$ cat src/rtl/ber_test_sequencer.sv
`default_nettype none
// ============================================================================
// Module      : ber_test_sequencer
// Description : Runs one BER measurement on the PRBS receiver. It seeds the
//               receiver, checks pattern lock over a short window, then counts
//               bits and errors and publishes the latched results.
// Revision    : 1.0 - initial release
// ============================================================================
module ber_test_sequencer #(
    parameter int SEED_BITS    = 7,
    parameter int LOCK_WINDOW  = 1024,
    parameter int LOCK_MAX_ERR = 4,
    parameter int MEAS_BITS    = 10_000_000,
    parameter int MAX_RETRY    = 4,
    parameter int CNT_W        = 32
) (
    input  logic             clk,
    input  logic             rst,
    input  logic             start,
    input  logic             abort,
    input  logic             bit_valid,
    input  logic             bit_err,
    output logic             get_word,
    output logic             busy,
    output logic             locked,
    output logic             done,
    output logic             fail,
    output logic [2:0]       retry_count,
    output logic [CNT_W-1:0] error_bits_out,
    output logic [CNT_W-1:0] total_bits_out
);

    // One bit counter is shared by all phases; size it for the longest phase.
    localparam int SEED_CW = $clog2(SEED_BITS + 1) + 1;
    localparam int LOCK_CW = $clog2(LOCK_WINDOW) + 1;
    localparam int MEAS_CW = $clog2(MEAS_BITS) + 1;
    localparam int BW_SL   = (SEED_CW > LOCK_CW) ? SEED_CW : LOCK_CW;
    localparam int BW      = (BW_SL > MEAS_CW) ? BW_SL : MEAS_CW;
    // Lock error counter only needs to reach LOCK_MAX_ERR+1 (early exit).
    localparam int LEW     = $clog2(LOCK_MAX_ERR + 2) + 1;
    localparam logic [CNT_W-1:0] TOTAL_OUT = CNT_W'(MEAS_BITS);

    typedef enum logic [2:0] {
        S_IDLE = 3'd0,
        S_SEED = 3'd1,
        S_LOCK = 3'd2,
        S_MEAS = 3'd3,
        S_DONE = 3'd4
    } state_t;

    state_t           state, state_next;
    logic             seed_first, seed_first_next;
    logic [BW-1:0]    bit_cnt, bit_cnt_next;
    logic [LEW-1:0]   lock_err, lock_err_next, lock_err_inc;
    logic [CNT_W-1:0] meas_err, meas_err_next, meas_err_inc;
    logic [2:0]       retry, retry_next, retry_inc;
    logic             fail_q, fail_next;
    logic [CNT_W-1:0] err_res, err_res_next;
    logic [CNT_W-1:0] tot_res, tot_res_next;

    // State and counter registers; reset clears everything.
    always_ff @(posedge clk) begin
        if (rst) begin
            state      <= S_IDLE;
            seed_first <= 1'b0;
            bit_cnt    <= '0;
            lock_err   <= '0;
            meas_err   <= '0;
            retry      <= '0;
            fail_q     <= 1'b0;
            err_res    <= '0;
            tot_res    <= '0;
        end else begin
            state      <= state_next;
            seed_first <= seed_first_next;
            bit_cnt    <= bit_cnt_next;
            lock_err   <= lock_err_next;
            meas_err   <= meas_err_next;
            retry      <= retry_next;
            fail_q     <= fail_next;
            err_res    <= err_res_next;
            tot_res    <= tot_res_next;
        end
    end

    // Next-state and counter update logic; abort outranks normal flow.
    always_comb begin
        state_next      = state;
        seed_first_next = seed_first;
        bit_cnt_next    = bit_cnt;
        lock_err_next   = lock_err;
        meas_err_next   = meas_err;
        retry_next      = retry;
        fail_next       = fail_q;
        err_res_next    = err_res;
        tot_res_next    = tot_res;
        lock_err_inc    = lock_err + LEW'(bit_err);
        meas_err_inc    = (bit_err && (meas_err != '1)) ? meas_err + 1'b1 : meas_err;
        retry_inc       = retry + 3'd1;

        case (state)
            S_IDLE: begin
                if (start && !abort) begin
                    state_next      = S_SEED;
                    seed_first_next = 1'b1;
                    bit_cnt_next    = '0;
                    retry_next      = '0;
                    fail_next       = 1'b0;
                end
            end
            S_SEED: begin
                if (abort) begin
                    state_next = S_IDLE;
                end else if (seed_first) begin
                    // get_word cycle: the receiver is capturing, no bit counted
                    seed_first_next = 1'b0;
                end else if (bit_valid) begin
                    if (bit_cnt == BW'(SEED_BITS)) begin
                        state_next    = S_LOCK;
                        bit_cnt_next  = '0;
                        lock_err_next = '0;
                    end else begin
                        bit_cnt_next = bit_cnt + 1'b1;
                    end
                end
            end
            S_LOCK: begin
                if (abort) begin
                    state_next = S_IDLE;
                end else if (bit_valid) begin
                    if (lock_err_inc > LEW'(LOCK_MAX_ERR)) begin
                        // Lock lost: give up early instead of finishing the window
                        retry_next = retry_inc;
                        if (retry_inc == 3'(MAX_RETRY)) begin
                            fail_next  = 1'b1;
                            state_next = S_IDLE;
                        end else begin
                            state_next      = S_SEED;
                            seed_first_next = 1'b1;
                            bit_cnt_next    = '0;
                        end
                    end else if (bit_cnt == BW'(LOCK_WINDOW - 1)) begin
                        state_next    = S_MEAS;
                        bit_cnt_next  = '0;
                        meas_err_next = '0;
                    end else begin
                        bit_cnt_next  = bit_cnt + 1'b1;
                        lock_err_next = lock_err_inc;
                    end
                end
            end
            S_MEAS: begin
                if (abort) begin
                    state_next = S_IDLE;
                end else if (bit_valid) begin
                    if (bit_cnt == BW'(MEAS_BITS - 1)) begin
                        // Final bit is included; results become visible with done
                        state_next   = S_DONE;
                        err_res_next = meas_err_inc;
                        tot_res_next = TOTAL_OUT;
                    end else begin
                        bit_cnt_next  = bit_cnt + 1'b1;
                        meas_err_next = meas_err_inc;
                    end
                end
            end
            S_DONE: begin
                state_next = S_IDLE;
            end
            default: begin
                state_next = S_IDLE;
            end
        endcase
    end

    assign get_word       = (state == S_SEED) && seed_first;
    assign busy           = (state == S_SEED) || (state == S_LOCK) || (state == S_MEAS);
    assign locked         = (state == S_MEAS);
    assign done           = (state == S_DONE);
    assign fail           = fail_q;
    assign retry_count    = retry;
    assign error_bits_out = err_res;
    assign total_bits_out = tot_res;

endmodule
`default_nettype wire

$ cat config.mk
export PLATFORM = sky130hd
export DESIGN_NAME = ber_test_sequencer
export DESIGN_NICKNAME = d
export VERILOG_FILES = /design/src/rtl/ber_test_sequencer.sv
export SDC_FILE = /design/constraint.sdc
export NUM_CORES = 1
export LEC_CHECK = 0
export ABC_AREA = 1
export ABC_CLOCK_PERIOD_IN_PS = 3670
export CAP_MARGIN = 20
export CORE_MARGIN = 4
export CORE_UTILIZATION = 50
export DETAILED_ROUTE_END_ITERATION = 6
export PLACE_DENSITY = 0.81
export SYNTH_ARGS = -nofsm -noshare
export SYNTH_HDL_FRONTEND = slang
export SYNTH_SLANG_ARGS = --single-unit
$ cat constraint.sdc
create_clock -name clk -period 3.67 [get_ports clk]
set_clock_uncertainty 0.1 [all_clocks]
set_input_delay 0.734 -clock clk [delete_from_list [all_inputs] [get_ports clk]]
set_output_delay 0.734 -clock clk [all_outputs]
set_load 0.03 [all_outputs]
==> reports/qor.csv <==
metric,value,unit
hpwl,11850,um
dieHeight,123.5,um
htree_levels,3,
r2r_slack,0.94,ns
antenna_found_initial,0,
diodes,0,
fmax,356.9,MHz
die_area,0.01525,sq mm
root_buffer,clkbuf_16,
num_rows,41,
swShare,0.3663,
synth-edff-count,0,
holdBufCountCts,0,
worstSetupStartpointType,flip-flop,
worst-path-max-fanout,8,
tritoncts,yes,
synth-main-ff-cell,dfxtp_1,
avgViaCountPerCell,5.178,
initial_core_util,0.5201,
cts_resized,0,
rsz0062_at_grt,false,
final_common_cell,nand2_1,
maxCapViolations,0,
hp-start,lock_err[3],
area_delta_synth_final,10.71,%
numCtsBuffers,9,
pwr-share-seq,0.396,
wl_per_cell,12.71,um
grt_start_max_net_pins,48,
overflow,0,
yosysWarningCount,0,
crit_type,reg2out,
whs,0.3597,ns
pwr-share-comb,0.282,
drt_iter0_drc,556,
ant_nets,0,
synth_largest_area_cell,dfxtp_1,
syn_area,0.006670,sq mm
vias,6752,
drive_above_1_share,0.05919,
hold_end,lock_err[3],
worstHoldPathCells,2,
setup-tns-final,0,ns
clkLatencyLatePin,0.36,ns
grt_use_total,0.2274,
pwr-share-clk,0.321,
p_sw,1.121,mW
fin_crit_sh,0.7635,
drc,0,
max_slew_margin,0.5561,
drv_slew,0,
crit_path_end_kind,output pin,
filler_cell_count,1241,
avgSynthCellArea,6.064,sq um
seq_area_frac_synth,0.3061,
required,2.84,ns
fin_crit,2.802,ns
finalSetupViolCount,0,
clk_pin_slew_worst_paths,0.07,ns
leakage,2.985,nW
hold_class,reg2reg,
design.core.area,0.01282,sq mm
status,completed,
final_cell_mix,"nand2_1 (346), nor2_1 (171), inv_1 (106)",
place.port_buffers,53,
worstMarginPinSlew,0.6652,ns
yosysUniqueCellTypes,34,
place.gp.congestion,0.9526,
worstPathArrival,1.97,ns
drt_wl_total,16580,um
grt_pass1_vias,5956,
syn-instance-count,1100,
synth_top_area_frac,0.3061,
worstReg2RegStart,bit_cnt[0],
dp.cells,1289,
cts.sinks,102,
stdcell_area,0.007385,sq mm
finalHoldViolations,0,
place_area,0.007086,sq mm
ys_ff_latch,102,
drt_first_pass_iters,5,
power.internal,1.939,mW
vdd_ir_drop_max,0.0002662,V
powerDensity,414.3,mW/mm^2
grt_pass1_wl,28240,um
post-cts-setup-buffers,0,
fin_nets,1140,
ff2ff_path_depth,10,
io_pins,78,
finalPower,3.059,mW
die_w,123.5,um
ys_async_sr_fraction,0,
synth_area_leaders,"dfxtp_1 (31%), nand2_1 (19%), nor2_1 (9.6%)",
layout.cells.non_filler,1304,
rr_endpoint,error_bits_out[8],
cts.path.max_buffers,2,
[per-layer routing]
metal / vias to the layer above / global-route usage / part of all wire
met5: - / 0 / 0
met4: 0 / 0.07059 / 0.014
met1: 3004 / 0.3358 / 0.48
li1: 3475 / - / -
met3: 16 / 0.03934 / 0.086
met2: 257 / 0.3367 / 0.42
[final cells by class]
cell class,count,area [sq um],area share
multi-input combinational,842,3826,0.5181
tap,172,215.2,0.02914
clock buffer,10,239.0,0.03236
clock inverter,5,60.06,0.008133
inverter,113,424.2,0.05744
timing repair buffer,60,578.1,0.07828
sequential,102,2042,0.2765
[logic make-up (layout without fill, tap and decap cells)]
kind of cell             after synthesis  in the layout  share of synthesized area
buffers and inverters                179            188                     0.1332
XOR/XNOR                               9              9                    0.01182
flip-flops                           102            102                     0.3061
adder cells (fa/ha/maj)                6              6                    0.01125
AO/OA/AOI/OAI                        138            138                     0.1116
AND/OR/NAND/NOR                      665            665                     0.4254
other                                  1             24                  0.0005622
[state kept, by name, summed over array words and instances (netlist names)]
register,cells
total_bits_out,1
meas_err,32
seed_first,1
state,3
fail,1
error_bits_out,32
bit_cnt,25
retry_count,3
lock_err,4
[critical path, stage by stage, from the launching register on]
cell and delay, ns:
dfxtp_1 0.48, inv_1 0.20, a21oi_1 0.23, clkdlybuf4s50_1 0.70
[synthesized netlist by cell type (all sizes together) (3+ instances only)]
cell      n
dfxtp   102
clkbuf   11
nand2   354
inv     113
o21bai    3
nand4    20
ha        6
nor2    191
o21ai    52
o21a      8
a21oi    70
nor3      8
nand3    89
xor2      7
buf      55
nand3b    3
[metrics by stage]
stage                     setup slack, ns    util
after detailed placement           0.5617  0.5525
after CTS                          0.8834  0.5758
after global placement             0.6063  0.5525
after global routing               0.6805  0.5758
after floorplan                     1.228       -
final                              0.8678  0.5758
[how the worst max path moves through the flow]
| stage | start | end | slack, ns |
|---|---|---|---|
| 2_1_floorplan | bit_err | bit_cnt[10] | 1.23 |
| 3_5_place_dp | bit_err | meas_err[27] | 0.56 |
| 4_1_cts | state[0] | locked | 0.88 |
| 5_1_grt | bit_cnt[0] | error_bits_out[8] | 0.68 |
| 6_report | state[1] | busy | 0.87 |
| 3_3_place_gp | bit_err | bit_cnt[5] | 0.61 |
[power by group through the flow]
stage	registers (mW)	logic (mW)	clock network (mW)
floorplan	1.24	0.718	0
global placement	1.23	0.842	0
detailed placement	1.23	0.854	0
CTS	1.21	0.859	0.998
global route	1.22	0.959	1.04
finish	1.21	0.864	0.982
Power figures use the tool's default switching activity.
==> RTL change 1 (same settings) <==
Change the parameter `LOCK_MAX_ERR` from 4 to 8.
--- a/src/rtl/ber_test_sequencer.sv
+++ b/src/rtl/ber_test_sequencer.sv
@@ -9,7 +9,7 @@
 module ber_test_sequencer #(
     parameter int SEED_BITS    = 7,
     parameter int LOCK_WINDOW  = 1024,
-    parameter int LOCK_MAX_ERR = 4,
+    parameter int LOCK_MAX_ERR = 8,
     parameter int MEAS_BITS    = 10_000_000,
     parameter int MAX_RETRY    = 4,
     parameter int CNT_W        = 32
Formal check against the unedited RTL: no difference found for any inputs over 4 cycles, from zero or initial values and one cycle with rst high; that may be too few to reach the edited logic, so the function may still have changed.
==> RTL change 1 against the unedited design <==
Total power is 9.8% higher; synthesized area is 0.19% higher; setup slack worse by 0.14 ns; non-clock buffer count is 2 higher; utilization is 0.17 points higher; combinational power is 22% higher; routed wire length is 2.1% higher; final area is 0.69% higher; register-to-register slack better by 0.21 ns; critical path depth is 10 higher; sequential cell count is 1 higher.
==> RTL change 1: results (changes against the unedited design) <==
[finish]
areaGrowthSynthToFinish_pct = 11.3  ; was 10.7%
final-clk-cell-share_pct = 4.22  ; was 4.05%
buffers_excl_clock = 62  ; was 60
multi_input_cells = 849  ; was 842
seq_area_sq_um = 2060  ; was 2040 sq um
final_util_pct = 57.7  ; was 57.6%
finalNonFillerCells = 1309  ; was 1304
bufAreaShareNonClock_pct = 8.04  ; was 7.83%
drive_gt1_share_pct = 6.33  ; was 5.92%
fillers = 1262  ; was 1241
multi_input_area_share_pct = 51.7  ; was 51.8%
inverters = 107  ; was 113

[critical_path]
crit_path_max_incr_delay_ns = 0.43  ; was 0.70 ns
r2r-start = meas_err[0]$_SDFFE_PP0P_  ; was bit_cnt[0]$_SDFFE_PP0P_
worstPathArrival_ns = 3.07  ; was 1.97 ns
worstRegToRegCells = 11  ; was 10
crit_end = meas_err[5]$_SDFFE_PP0P_  ; was busy
worstReg2RegEnd = error_bits_out[19]$_SDFFE_PP0P_  ; was error_bits_out[8]$_SDFFE_PP0P_
crit_start = bit_err  ; was state[1]$_SDFFE_PP0P_
r2r_slack_ns = 1.15  ; was 0.94 ns

[sta]
holdWs_ns = 0.373  ; was 0.360 ns
tightest_slew_ns = 0.664  ; was 0.665 ns
finalCritPeriodShare_pct = 80.3  ; was 76.4%

[drt]
via_per_inst = 5.16  ; was 5.18
wl_met1_um = 7370  ; was 7910 um
drtIter0Drc = 575  ; was 556
wl_met3_um = 760  ; was 1430 um
firstDrtPassIters = 4  ; was 5

[place]
place_ws_ns = 0.421  ; was 0.562 ns
gp_congestion = 0.981  ; was 0.953
dp_hpwl_um = 12200  ; was 11800 um
place_area_sq_um = 7120  ; was 7090 sq um

[clock_tree]
cts_sinks = 103  ; was 102

[hold_path]
worstHoldEndpoint = lock_err[4]$_SDFFE_PP0P_  ; was lock_err[3]$_SDFFE_PP0P_
min-delay-start = lock_err[4]$_SDFFE_PP0P_  ; was lock_err[3]$_SDFFE_PP0P_

[logic_synthesis]
synth.top_cells.by_area = dfxtp_1, nand2_1, nor2_1  ; unchanged
yosys_warnings = 0  ; unchanged
synthTopCellsByCount = nand2_1, nor2_1, dfxtp_1, inv_1, nand3_1  ; was nand2_1, nor2_1, inv_1, dfxtp_1, nand3_1
yosysSeqAreaShare_pct = 30.9  ; was 30.6%
synthCells = 1101  ; was 1100
synth_cell_types = 36  ; was 34

[global_routing]
grtUsageMet2_pct = 40.4  ; was 33.7%
grt_start_max_net_pins = 41  ; was 48
track_usage_pct = 22.7  ; about the same
grt_pass1_vias = 6135  ; was 5956
grt_pass1_wl_um = 28300  ; was 28200 um

[power]
p_leak_uw = 0.00297  ; was 0.00298 uW
ir_drop_uv = 277  ; was 266 uV

[status]
status = finished clean  ; unchanged

==> RTL change 1: cell count changes after synthesis, moves of 6 or more <==
cell / unedited run / this run
nor2_1: 171 / 186
nand3_1: 84 / 92
o21ai_1: 0 / 13
nand2_1: 346 / 331
o21a_1: 8 / 2
inv_1: 106 / 98
==> RTL change 1: where the power goes <==
part,switching (uW),internal (uW)
registers,96.4,1190
clock network,462,560
logic,743,304
==> RTL change 1: critical path, delay by kind of cell <==
family                     cells  cell delay (ns)
and+or+nand+nor                8             1.12
AOI/OAI and AO/OA              1             0.09
adders and majority gates      2             0.53
buffers and inverters          2             0.56
==> RTL change 1: kinds of logic after synthesis <==
kind of cell / after synthesis / synth area share [%]
AO/OA/AOI/OAI: 137 / 10.6
AND/OR/NAND/NOR: 669 / 42.6
flip-flops: 103 / 30.9
other: 1 / 0.0561
adder cells (fa/ha/maj): 6 / 1.12
XOR/XNOR: 13 / 1.82
buffers and inverters: 172 / 12.9
==> RTL change 2 (same settings) <==
Made on the original files. The 5 states of `state_t` get a Gray code encoding in 3 bits.
--- a/src/rtl/ber_test_sequencer.sv
+++ b/src/rtl/ber_test_sequencer.sv
@@ -41,11 +41,11 @@
     localparam logic [CNT_W-1:0] TOTAL_OUT = CNT_W'(MEAS_BITS);
 
     typedef enum logic [2:0] {
-        S_IDLE = 3'd0,
-        S_SEED = 3'd1,
-        S_LOCK = 3'd2,
-        S_MEAS = 3'd3,
-        S_DONE = 3'd4
+        S_IDLE = 3'b000,
+        S_SEED = 3'b001,
+        S_LOCK = 3'b011,
+        S_MEAS = 3'b010,
+        S_DONE = 3'b110
     } state_t;
 
     state_t           state, state_next;
Function: no difference found for any inputs over 4 cycles, from zero or initial values and one cycle with rst high; so few cycles prove little.
==> RTL change 2 against the unedited design <==
Global-route usage is 0.53 points lower; largest cell class unchanged; maximum frequency shrank 6.2%; largest power group unchanged; final area grew 2.8%; synthesized area increased by 3.5%; total power rose by 14%; cell count is 0.61% higher; worst hold slack worse by 0.0014 ns; utilization decreased by 0.91 points; first-iteration DRC count grew 31%; routed wire length up 5.8%; sequential cell count did not move; setup slack got worse by 0.19 ns.
==> RTL change 2: results (changes against the unedited design) <==
[global_routing]
grt.met1_usage_pct = 29.2  ; was 33.6%
grt_start_max_net_pins = 47  ; was 48
met3_usage_pct = 4.56  ; was 3.93%
grt_pass1_wl_um = 29500  ; was 28200 um
track_usage_pct = 22.2  ; was 22.7%

[drt]
routedWlPerCell_um = 13.4  ; was 12.7 um
wirelength_um = 17500  ; was 16600 um
firstDrtPassIters = 6  ; was 5
wl_met3_um = 1080  ; was 1430 um
via_per_inst = 5.25  ; was 5.18
wl_met1_um = 7800  ; was 7910 um
drtIter0Drc = 730  ; was 556

[power]
p_comb_uw = 1270  ; was 864 uW
p_int_uw = 2050  ; was 1940 uW
power_clock_uw = 940  ; was 982 uW
p_clk_share_pct = 26.9  ; was 32.1%
p_leak_uw = 0.00306  ; was 0.00298 uW

[finish]
bufAreaShareNonClock_pct = 7.32  ; was 7.83%
nClkBuffers = 11  ; was 10
final-clk-cell-share_pct = 3.77  ; was 4.05%
inverters = 114  ; was 113
buffers_excl_clock = 57  ; was 60
seq_cells = 102  ; unchanged
multi_input_cells = 847  ; was 842
drive_gt1_share_pct = 8.45  ; was 5.92%
final_util_pct = 56.7  ; was 57.6%
multi_input_comb_area_sq_um = 4060  ; was 3830 sq um
fillers = 1347  ; was 1241

[critical_path]
worstPathArrival_ns = 3.17  ; was 1.97 ns
crit_end = meas_err[28]$_SDFFE_PP0P_  ; was busy
r2r-start = lock_err[0]$_SDFFE_PP0P_  ; was bit_cnt[0]$_SDFFE_PP0P_
path_max_fanout = 32  ; was 8
worstRegToRegCells = 11  ; was 10
cpMaxStageDelayCell = inv_2  ; was clkdlybuf4s50_1
crit_path_max_incr_delay_ns = 0.46  ; was 0.70 ns
r2r_slack_ns = 1.20  ; was 0.94 ns
crit_start = bit_err  ; was state[1]$_SDFFE_PP0P_

[status]
status = finished clean  ; unchanged

[logic_synthesis]
synth_cell_types = 41  ; was 34
synthTopCellsByCount = nand2_1, nor2_1, dfxtp_1, inv_1, nand3_1  ; was nand2_1, nor2_1, inv_1, dfxtp_1, nand3_1

[place]
gp_congestion = 0.937  ; was 0.953
dp_hpwl_um = 12600  ; was 11800 um
place_ws_ns = 0.359  ; was 0.562 ns
place_area_sq_um = 7310  ; was 7090 sq um

[sta]
finalCritPeriodShare_pct = 81.4  ; was 76.4%
slew_headroom_pct = 44.5  ; was 55.6%

-- RTL change 2: how the worst min path moves through the flow --
stage	to	depth (start not counted)	startpoint	slack, ns
after floorplan	lock_err[0]$_SDFFE_PP0P_	2	lock_err[0]$_SDFFE_PP0P_	0.33
after global placement	fail$_SDFFE_PP0P_	2	fail$_SDFFE_PP0P_	0.34
after detailed placement	lock_err[3]$_SDFFE_PP0P_	2	lock_err[3]$_SDFFE_PP0P_	0.35
after CTS	lock_err[3]$_SDFFE_PP0P_	2	lock_err[3]$_SDFFE_PP0P_	0.36
after global routing	lock_err[3]$_SDFFE_PP0P_	2	lock_err[3]$_SDFFE_PP0P_	0.38
final	lock_err[3]$_SDFFE_PP0P_	2	lock_err[3]$_SDFFE_PP0P_	0.36
-- RTL change 2: kinds of logic after synthesis --
kind of cell    share of synthesized area [%]
simple gates                             44.2
xor+xnor                                 1.90
fa+ha+maj                                1.09
compound gates                           10.3
other cells                            0.0543
buf+inv                                  12.9
flops                                    29.6
